$ cat src/rtl/ysyx_22041211_mem_arbiter.sv
// Round-robin arbiter sharing one memory port between IFU and LSU.
// One transaction in flight; a watchdog answers lost responses with an error.
module ysyx_22041211_mem_arbiter #(
    parameter int ADDR_LEN = 32,
    parameter int DATA_LEN = 32,
    parameter int TIMEOUT  = 256
) (
    input  logic                clk,
    input  logic                rst,

    input  logic                ifu_req_i,
    input  logic [ADDR_LEN-1:0] ifu_addr_i,
    output logic                ifu_gnt_o,
    output logic                ifu_rvalid_o,
    output logic [DATA_LEN-1:0] ifu_rdata_o,
    output logic                ifu_err_o,

    input  logic                lsu_req_i,
    input  logic                lsu_wen_i,
    input  logic [ADDR_LEN-1:0] lsu_addr_i,
    input  logic [DATA_LEN-1:0] lsu_wdata_i,
    input  logic [3:0]          lsu_wmask_i,
    output logic                lsu_gnt_o,
    output logic                lsu_rvalid_o,
    output logic [DATA_LEN-1:0] lsu_rdata_o,
    output logic                lsu_err_o,

    output logic                mem_req_o,
    output logic                mem_wen_o,
    output logic [ADDR_LEN-1:0] mem_addr_o,
    output logic [DATA_LEN-1:0] mem_wdata_o,
    output logic [3:0]          mem_wmask_o,
    input  logic                mem_ready_i,
    input  logic                mem_rvalid_i,
    input  logic [DATA_LEN-1:0] mem_rdata_i
);

    localparam int WDOG_W = $clog2(TIMEOUT);
    localparam logic [WDOG_W-1:0] WDOG_LAST = WDOG_W'(TIMEOUT - 1);

    typedef enum logic [1:0] {
        S_IDLE  = 2'd0,
        S_ISSUE = 2'd1,
        S_WAIT  = 2'd2
    } state_t;

    typedef enum logic {
        OWN_IFU = 1'b0,
        OWN_LSU = 1'b1
    } owner_t;

    state_t              state;
    owner_t              owner;
    owner_t              last_owner;
    logic                cmd_wen;
    logic [ADDR_LEN-1:0] cmd_addr;
    logic [DATA_LEN-1:0] cmd_wdata;
    logic [3:0]          cmd_wmask;
    logic [WDOG_W-1:0]   wdog;

    logic idle;
    logic pick_ifu;
    logic pick_lsu;
    logic accepted;
    logic resp_ok;
    logic resp_err;
    logic resp;
    logic to_ifu;
    logic to_lsu;

    assign idle = (state == S_IDLE);

    // On a tie the requester that did not own the previous transaction wins.
    assign pick_ifu = ifu_req_i && (!lsu_req_i || last_owner == OWN_LSU);
    assign pick_lsu = lsu_req_i && (!ifu_req_i || last_owner == OWN_IFU);

    assign ifu_gnt_o = rst && idle && pick_ifu;
    assign lsu_gnt_o = rst && idle && pick_lsu;

    assign accepted = (state == S_ISSUE) && mem_ready_i;
    assign resp_ok  = (accepted || state == S_WAIT) && mem_rvalid_i;
    assign resp_err = (state == S_WAIT) && !mem_rvalid_i
                    && (wdog == WDOG_LAST);
    assign resp     = resp_ok || resp_err;

    assign to_ifu = (owner == OWN_IFU);
    assign to_lsu = (owner == OWN_LSU);

    assign ifu_rvalid_o = resp && to_ifu;
    assign ifu_err_o    = resp_err && to_ifu;
    assign ifu_rdata_o  = (resp_ok && to_ifu) ? mem_rdata_i : '0;

    assign lsu_rvalid_o = resp && to_lsu;
    assign lsu_err_o    = resp_err && to_lsu;
    assign lsu_rdata_o  = (resp_ok && to_lsu) ? mem_rdata_i : '0;

    assign mem_req_o   = (state == S_ISSUE);
    assign mem_wen_o   = cmd_wen;
    assign mem_addr_o  = cmd_addr;
    assign mem_wdata_o = cmd_wdata;
    assign mem_wmask_o = cmd_wmask;

    always_ff @(posedge clk or negedge rst) begin
        if (!rst) begin
            state      <= S_IDLE;
            owner      <= OWN_IFU;
            last_owner <= OWN_LSU;
            cmd_wen    <= 1'b0;
            cmd_addr   <= '0;
            cmd_wdata  <= '0;
            cmd_wmask  <= 4'b0000;
            wdog       <= '0;
        end else begin
            unique case (state)
                S_IDLE: begin
                    unique case (1'b1)
                        pick_ifu: begin
                            owner      <= OWN_IFU;
                            last_owner <= OWN_IFU;
                            cmd_wen    <= 1'b0;
                            cmd_addr   <= ifu_addr_i;
                            cmd_wdata  <= '0;
                            cmd_wmask  <= 4'b1111;
                            state      <= S_ISSUE;
                        end
                        pick_lsu: begin
                            owner      <= OWN_LSU;
                            last_owner <= OWN_LSU;
                            cmd_wen    <= lsu_wen_i;
                            cmd_addr   <= lsu_addr_i;
                            cmd_wdata  <= lsu_wdata_i;
                            cmd_wmask  <= lsu_wmask_i;
                            state      <= S_ISSUE;
                        end
                        default: ;
                    endcase
                end
                S_ISSUE: begin
                    if (mem_ready_i) begin
                        // zero-latency memories answer in the accept cycle
                        state <= mem_rvalid_i ? S_IDLE : S_WAIT;
                        wdog  <= '0;
                    end
                end
                S_WAIT: begin
                    if (resp) begin
                        state <= S_IDLE;
                    end else begin
                        wdog <= wdog + WDOG_W'(1);
                    end
                end
                default: state <= S_IDLE;
            endcase
        end
    end

endmodule

$ cat config.mk
export PLATFORM = sky130hd
export DESIGN_NAME = ysyx_22041211_mem_arbiter
export DESIGN_NICKNAME = d
export VERILOG_FILES = /design/src/rtl/ysyx_22041211_mem_arbiter.sv
export SDC_FILE = /design/constraint.sdc
export NUM_CORES = 1
export LEC_CHECK = 0
export ABC_AREA = 1
export ABC_CLOCK_PERIOD_IN_PS = 1270
export CAP_MARGIN = 20
export CORE_UTILIZATION = 32
export CTS_CLUSTER_DIAMETER = 120
export DETAILED_ROUTE_END_ITERATION = 12
export PLACE_DENSITY = 0.77
export SLEW_MARGIN = 20
export SYNTH_ARGS = -nofsm -noshare
export SYNTH_HDL_FRONTEND = slang
export SYNTH_SLANG_ARGS = --single-unit
$ cat constraint.sdc
create_clock -name clk -period 1.27 [get_ports clk]
set_input_delay 0.1905 -clock clk [delete_from_list [all_inputs] [get_ports clk]]
set_output_delay 0.1905 -clock clk [all_outputs]
set_load 0.02 [all_outputs]
==> metrics.csv, run 1 <==
metric,value,unit
CP top delay family,simple AND/OR/NAND/NOR gates,
status,finished with violations,
final worst-path cycle share,163,%
Die ar.,13000,sq um
placed insts,929,
maximum vdd drop,1.29,mV
Compound-Gate Fraction of Synth Area,19.8,%
Final Hold Fails,0,
Adder-Cell Fraction of Synth Area,0.310,%
initial antenna violation count,0,
post-synthesis cell area,4030,sq um
vias in the first global route,5290,
Post-Synthesis Cells,471,
CP startpoint kind,flip-flop,
WP data required,1.08,ns
DP HPWL,11600,um
vias per cell,5.15,
Port Buf Inserts,278,
Post-synth EDFFs,0,
RD Place Congestion,0.811,
CTS tree,built,
Fmax,484,MHz
"most common cell after layout, fill and taps aside",clkdlybuf4s50_1,
WL final,19500,um
Netlist cell types,31,
initial drt markers,234,
Critical Path Most Common Cell,nor2_4,
drt pass-1 iters,5,
Final ANT Viol Nets,0,
crit-path cells,"nor2_4, nand2_2, a21oi_4, nand2_4, buf_12, buf_4, nor2_4, buf_6",
Least-Margin Pin Slew,0.740,ns
synthesis-stage register bit count,81,
"commonest non-fill, non-tap cells in the layout","clkdlybuf4s50_1, dfrtp_1, buf_6",
hold-fix buffers at CTS,0,
Hold Path Class,in -> async,
clock root buffer,clkbuf_16,
die span in y,114,um
crit path time final,2.06,ns
IO Pins,279,
Worst Skew,0.00776,ns
CP peak stage delay,0.44,ns
worst-path fanout max,6,
Sink Count,81,
DRC,0,
H-tree levels,3,
fin nets,966,
post-synthesis sequential area ratio,50.3,%
fin worst setup slack,-0.795,ns
grt total ovfl,0,
Worst slew margin,50.6,%
Max clock buf depth,2,
Post-Synth XOR/XNOR Area,0.217,%
Initial Util,33.1,%
WP buf/inv,3,
Final Non-Filler Cells,998,
Mapped Nets,611,
first-pass GRT wire length,28000,um
Max Cap Viol,0,
row count,40,
top-area cell type share of the netlist area,49.7,%
largest family of logic cells by synthesized area,simple AND/OR/NAND/NOR gates,
core footprint,12200,sq um
leading area contributor after synthesis,dfrtp_1,
"top cells by area, synth","dfrtp_1, nor2_1, a22o_1",
WL/cell,19.5,um
Reg area,2030,sq um
CP arrival,1.87,ns
Antenna Cells,0,
later-pin clock latency in the skew report,0.34,ns
Setup-failing EPs final,152,
leading register cell type out of synthesis,dfrtp_1,
simple-gate share of the synthesized area,20.2,%
Mean Syn Cell Area,8.56,sq um
clock slew seen by the registers of the worst setup and hold paths,0.06,ns
crit end category,output port,
routed via count,5143,
Pleak,4.40,nW
YS warnings,0,
chip width,114,um
PwrDens,2060,nW/um^2
"slowest stage cell, crit path",dfrtp_1,
Min Hold Slack,0.00930,ns
unrepaired setup endpoints after global routing,yes,
ys async rst share,100,%
R2R Setup Slk,-0.40,ns
failing checks,setup timing,
fillers,715,
WS Path Type,reg -> out,
area delta synth->final,141,%
final slew viol count,0,
GRT Total Usage,27.9,%
Multi-input gate area,2960,sq um
largest net degree at the start of global routing,82,
mux cell area share after synthesis,0,%
CTS Buf Count,9,
ratio of cells with drive above 1 in the final layout,45.4,%
-- logic make-up after synthesis --
group / after synthesis
AOI/OAI and AO/OA: 111
and+or+nand+nor: 201
DFF: 81
xor gates and xnor gates: 1
adders and majority gates: 1
buffers and inverters: 76
-- layer usage --
metal	track usage [%]	vias to the layer above	wire, um
li1	-	2293	-
met1	29.1	2503	6820
met2	51.4	285	10500
met3	6.67	62	1360
met4	15.3	0	839
met5	0	-	0
-- sequential cells by signal (all words and copies together) (netlist names) --
signal       flops
mem_wdata_o     32
mem_addr_o      32
mem_wmask_o      4
state            2
last_owner       1
owner            1
wdog             8
mem_wen_o        1
-- Yosys cell counts (6+ instances only) --
cell type / n
nor2_1: 111
dfrtp_1: 80
nand2_1: 63
inv_1: 44
a22o_1: 33
o31ai_1: 33
a21oi_1: 32
nand3_1: 15
buf_2: 12
buf_6: 7
clkbuf_1: 6
nand2_2: 6
-- stage by stage --
stage / total power (W) / cell area, sq um / util [%] / setup TNS (ns) / setup WS [ns]
final: 0.0200 / 9710 / 79.8 / -73.81 / -0.795
after global routing: 0.0209 / 9710 / 79.8 / -81.37 / -0.847
after CTS: 0.0188 / 9230 / 75.9 / -72.63 / -0.782
after detailed placement: 0.0132 / 7750 / 63.7 / -112.18 / -1.02
after global placement: 0.0130 / 7750 / 63.7 / -108.65 / -1.00
after floorplan: 0.00880 / 4560 / - / -15.76 / -0.234
-- final cells by class --
type / instances / share of cell area [%]
repair buffers: 371 / 40.8
multi-input cells: 316 / 30.4
flip-flops and latches: 81 / 20.9
clock buffers: 9 / 2.32
well taps: 168 / 2.17
inverters: 46 / 2.02
clock inverters: 6 / 1.19
repair inverters: 1 / 0.168
-- worst register-to-register path: cells and delay by family (launching register included) --
kind | cells | cell delay, ns
DFF | 1 | 0.56
buffers and inverters | 4 | 0.53
and+or+nand+nor | 3 | 0.28
AOI/OAI and AO/OA | 1 | 0.19
-- final timing paths --
kind	startpoint	end	cells past startpoint
min reg2reg	mem_wdata_o[17]$_DFFE_PN0P_	mem_wdata_o[17]$_DFFE_PN0P_	1
min in group clk	mem_ready_i	state[0]$_DFFE_PN0P_	2
max	state[1]$_DFFE_PN0P_	ifu_rdata_o[16]	8
max in group asynchronous	rst	mem_addr_o[1]$_DFFE_PN0P_	2
max reg2reg	last_owner$_DFFE_PN1P_	mem_wdata_o[29]$_DFFE_PN0P_	8
min	rst	mem_addr_o[29]$_DFFE_PN0P_	2
-- repair_timing --
item | CTS | global route
resized for setup | 523 | 240
pin swaps | 7 | 25
setup endpoints to repair | 221 | 173
gates cloned | 14 | 5
setup buffers | 22 | 23
-- report_power, final --
group	switching, W	internal [W]
combinational	0.00642	0.00591
clock	0.00108	0.00192
sequential	0.000925	0.00373
total	0.00843	0.0116
(Power assumes the default switching activity.)
==> inputs of run 2 (changes only) <==
CORE_ASPECT_RATIO = 1.5   (was not set)
==> run 2 against run 1 <==
Compared with the run above:
- the flow still finishes with violations (setup timing)
- register-to-register slack worse by 0.05 ns
- clock skew hardly changed
- clock-buffer cell count is 2 higher
- design area is 1.8% lower
- sequential cell count stayed put
- combinational power hardly changed
- sequential power is 1% lower
- final cell count is 2.4% lower
- core utilization is 1.3 points lower
==> metrics.csv, run 2 (same netlist as run 1, synthesis figures left out) <==
metric,value,unit,change
status,finished with violations,,
failing checks,setup timing,,
Max clock buf depth,2,,unchanged
GRT Total Usage,28.0,%,+0.049 points
CP arrival,1.86,ns,about the same
Final ANT Viol Nets,0,,unchanged
crit-path cells,"inv_2, nor2_4, nand2_2, a21oi_4, buf_6, nand2_8, buf_16, nor2_4, buf_6",,
Die ar.,13100,sq um,about the same
WL final,19000,um,-2.6%
fillers,701,,-2.0%
grt total ovfl,0,,unchanged
Least-Margin Pin Slew,0.737,ns,-0.00334 ns
WP data required,1.08,ns,about the same
row count,49,,+23%
WP buf/inv,4,,+1
Final Hold Fails,0,,unchanged
initial antenna violation count,2,,+2
area delta synth->final,136,%,
Sink Count,81,,unchanged
Worst Skew,0.00800,ns,+0.000239 ns
"commonest non-fill, non-tap cells in the layout","clkdlybuf4s50_1, buf_6, dfrtp_1",,
PwrDens,2060,nW/um^2,about the same
ratio of cells with drive above 1 in the final layout,44.2,%,-1.2 points
Post-Place Worst Slack,-1.04,ns,-0.0208 ns
vias in the first global route,5452,,+3.1%
unrepaired setup endpoints after global routing,yes,,
final worst-path cycle share,162,%,-0.95 points
WS Path Type,reg -> out,,
largest net degree at the start of global routing,82,,unchanged
CP peak stage delay,0.36,ns,-0.08 ns
fin nets,954,,-1.2%
total power,0.0196,W,-1.8%
drt pass-1 iters,4,,-1
final slew viol count,0,,unchanged
CTS Buf Count,9,,unchanged
CTS tree,built,,
"slowest stage cell, crit path",dfrtp_1,,
Worst slew margin,50.9,%,+0.22 points
Port Buf Inserts,278,,unchanged
Max Cap Viol,0,,unchanged
clock slew seen by the registers of the worst setup and hold paths,0.07,ns,about the same
vias per cell,5.13,,-0.50%
Initial Util,33.2,%,+0.061 points
maximum vdd drop,1.45,mV,+13%
fin worst setup slack,-0.783,ns,+0.0120 ns
die span in y,139,um,+22%
crit end category,output port,,
routed via count,4994,,-2.9%
CP top delay family,buffers and inverters,,
Setup-failing EPs final,153,,+0.66%
Fmax,487,MHz,+0.59%
first-pass GRT wire length,27900,um,-0.42%
H-tree levels,3,,unchanged
Crit path depth,9,,+1
clock root buffer,clkbuf_16,,
WL/cell,19.5,um,-0.22%
worst-path fanout max,7,,+1
Hold Path Class,in -> async,,
IO Pins,279,,unchanged
Pleak,4.34,nW,-1.4%
later-pin clock latency in the skew report,0.34,ns,about the same
chip width,93.6,um,-18%
CP startpoint kind,flip-flop,,
Reg2Reg Depth,9,,+1
RD Place Congestion,0.794,,-2.0%
DRC,0,,unchanged
crit path time final,2.05,ns,-0.0120 ns
DP HPWL,11500,um,-0.78%
"most common cell after layout, fill and taps aside",clkdlybuf4s50_1,,
initial drt markers,199,,-15%
core footprint,12100,sq um,-0.19%
==> run 2: cell count changes in the layout (fill, tap and decap cells not counted), sizes merged, moves of 2 or more <==
cell	change
diode	+2
clkdlybuf4s15	+2
clkbuf	+5
buf	-14
dlygate4sd2	-2
==> run 2: metal layers <==
metal	GRT usage (%)	share of wire [%]
met5	0	0
met2	50.6	53
met3	6.99	8.1
met1	29.0	34
met4	14.8	5.3
==> run 2: final timing paths <==
check                                            startpoint                     endpoint  slack, ns
worst max-delay path                   state[0]$_DFFE_PN0P_               ifu_rdata_o[8]      -0.78
worst min-delay path                                    rst   mem_addr_o[21]$_DFFE_PN0P_       0.01
worst max register to register       last_owner$_DFFE_PN1P_  mem_wdata_o[21]$_DFFE_PN0P_      -0.45
worst min register to register  mem_wdata_o[16]$_DFFE_PN0P_  mem_wdata_o[16]$_DFFE_PN0P_       0.49
max in group asynchronous                               rst         state[1]$_DFFE_PN0P_       0.72
min in group clk                            lsu_wdata_i[20]  mem_wdata_o[20]$_DFFE_PN0P_       0.47
==> run 2: final cells by class <==
cell class / instances / area (sq um) / area share (%)
clock inverter: 5 / 86.3 / 0.906
sequential: 81 / 2030 / 21.3
multi-input combinational: 315 / 2860 / 30.0
inverter: 46 / 188 / 1.97
antenna: 2 / 5.00 / 0.0525
clock buffer: 11 / 243 / 2.55
tap: 153 / 191 / 2.01
timing repair buffer: 361 / 3930 / 41.2
==> run 2: timing repair <==
action / 4_1_cts / 5_1_grt
resized for setup: 592 / 141
cloned: 17 / 2
setup endpoints to repair: 221 / 164
buffers inserted: 14 / 12
hold buffers: 0 / 0
pin swaps: 8 / 11
==> run 2: worst reg2reg max path, delay by kind of cell, from the launching register on <==
| family | cells | cell delay (ns) |
|---|---|---|
| AND/OR/NAND/NOR | 3 | 0.23 |
| buffers and inverters | 5 | 0.67 |
| flip-flops | 1 | 0.54 |
| AO/OA/AOI/OAI | 1 | 0.18 |
==> run 2: report_power, final <==
| part | switching (W) | internal (W) | total, W | leakage [nW] |
|---|---|---|---|---|
| Combinational | 0.00632 | 0.00582 | 0.0121 | 3.16 |
| Sequential | 0.000878 | 0.00373 | 0.00461 | 1.02 |
| Clock | 0.00109 | 0.00180 | 0.00288 | 0.161 |
| Total | 0.00829 | 0.0113 | 0.0196 | 4.34 |
==> run 2: through the flow <==
step | setup TNS, ns | util, % | hold slack, ns | area, sq um | instances
after global placement | -98.78 | 63.6 | 0.465 | 7720 | 916
after detailed placement | -102.34 | 63.6 | 0.469 | 7720 | 916
after CTS | -79.16 | 75.3 | 0.181 | 9140 | 962
after global routing | -91.45 | 78.5 | 0.0762 | 9520 | 972
after floorplan | -15.76 | - | -0.105 | 4560 | 471
final | -81.85 | 78.5 | 0.0130 | 9530 | 974
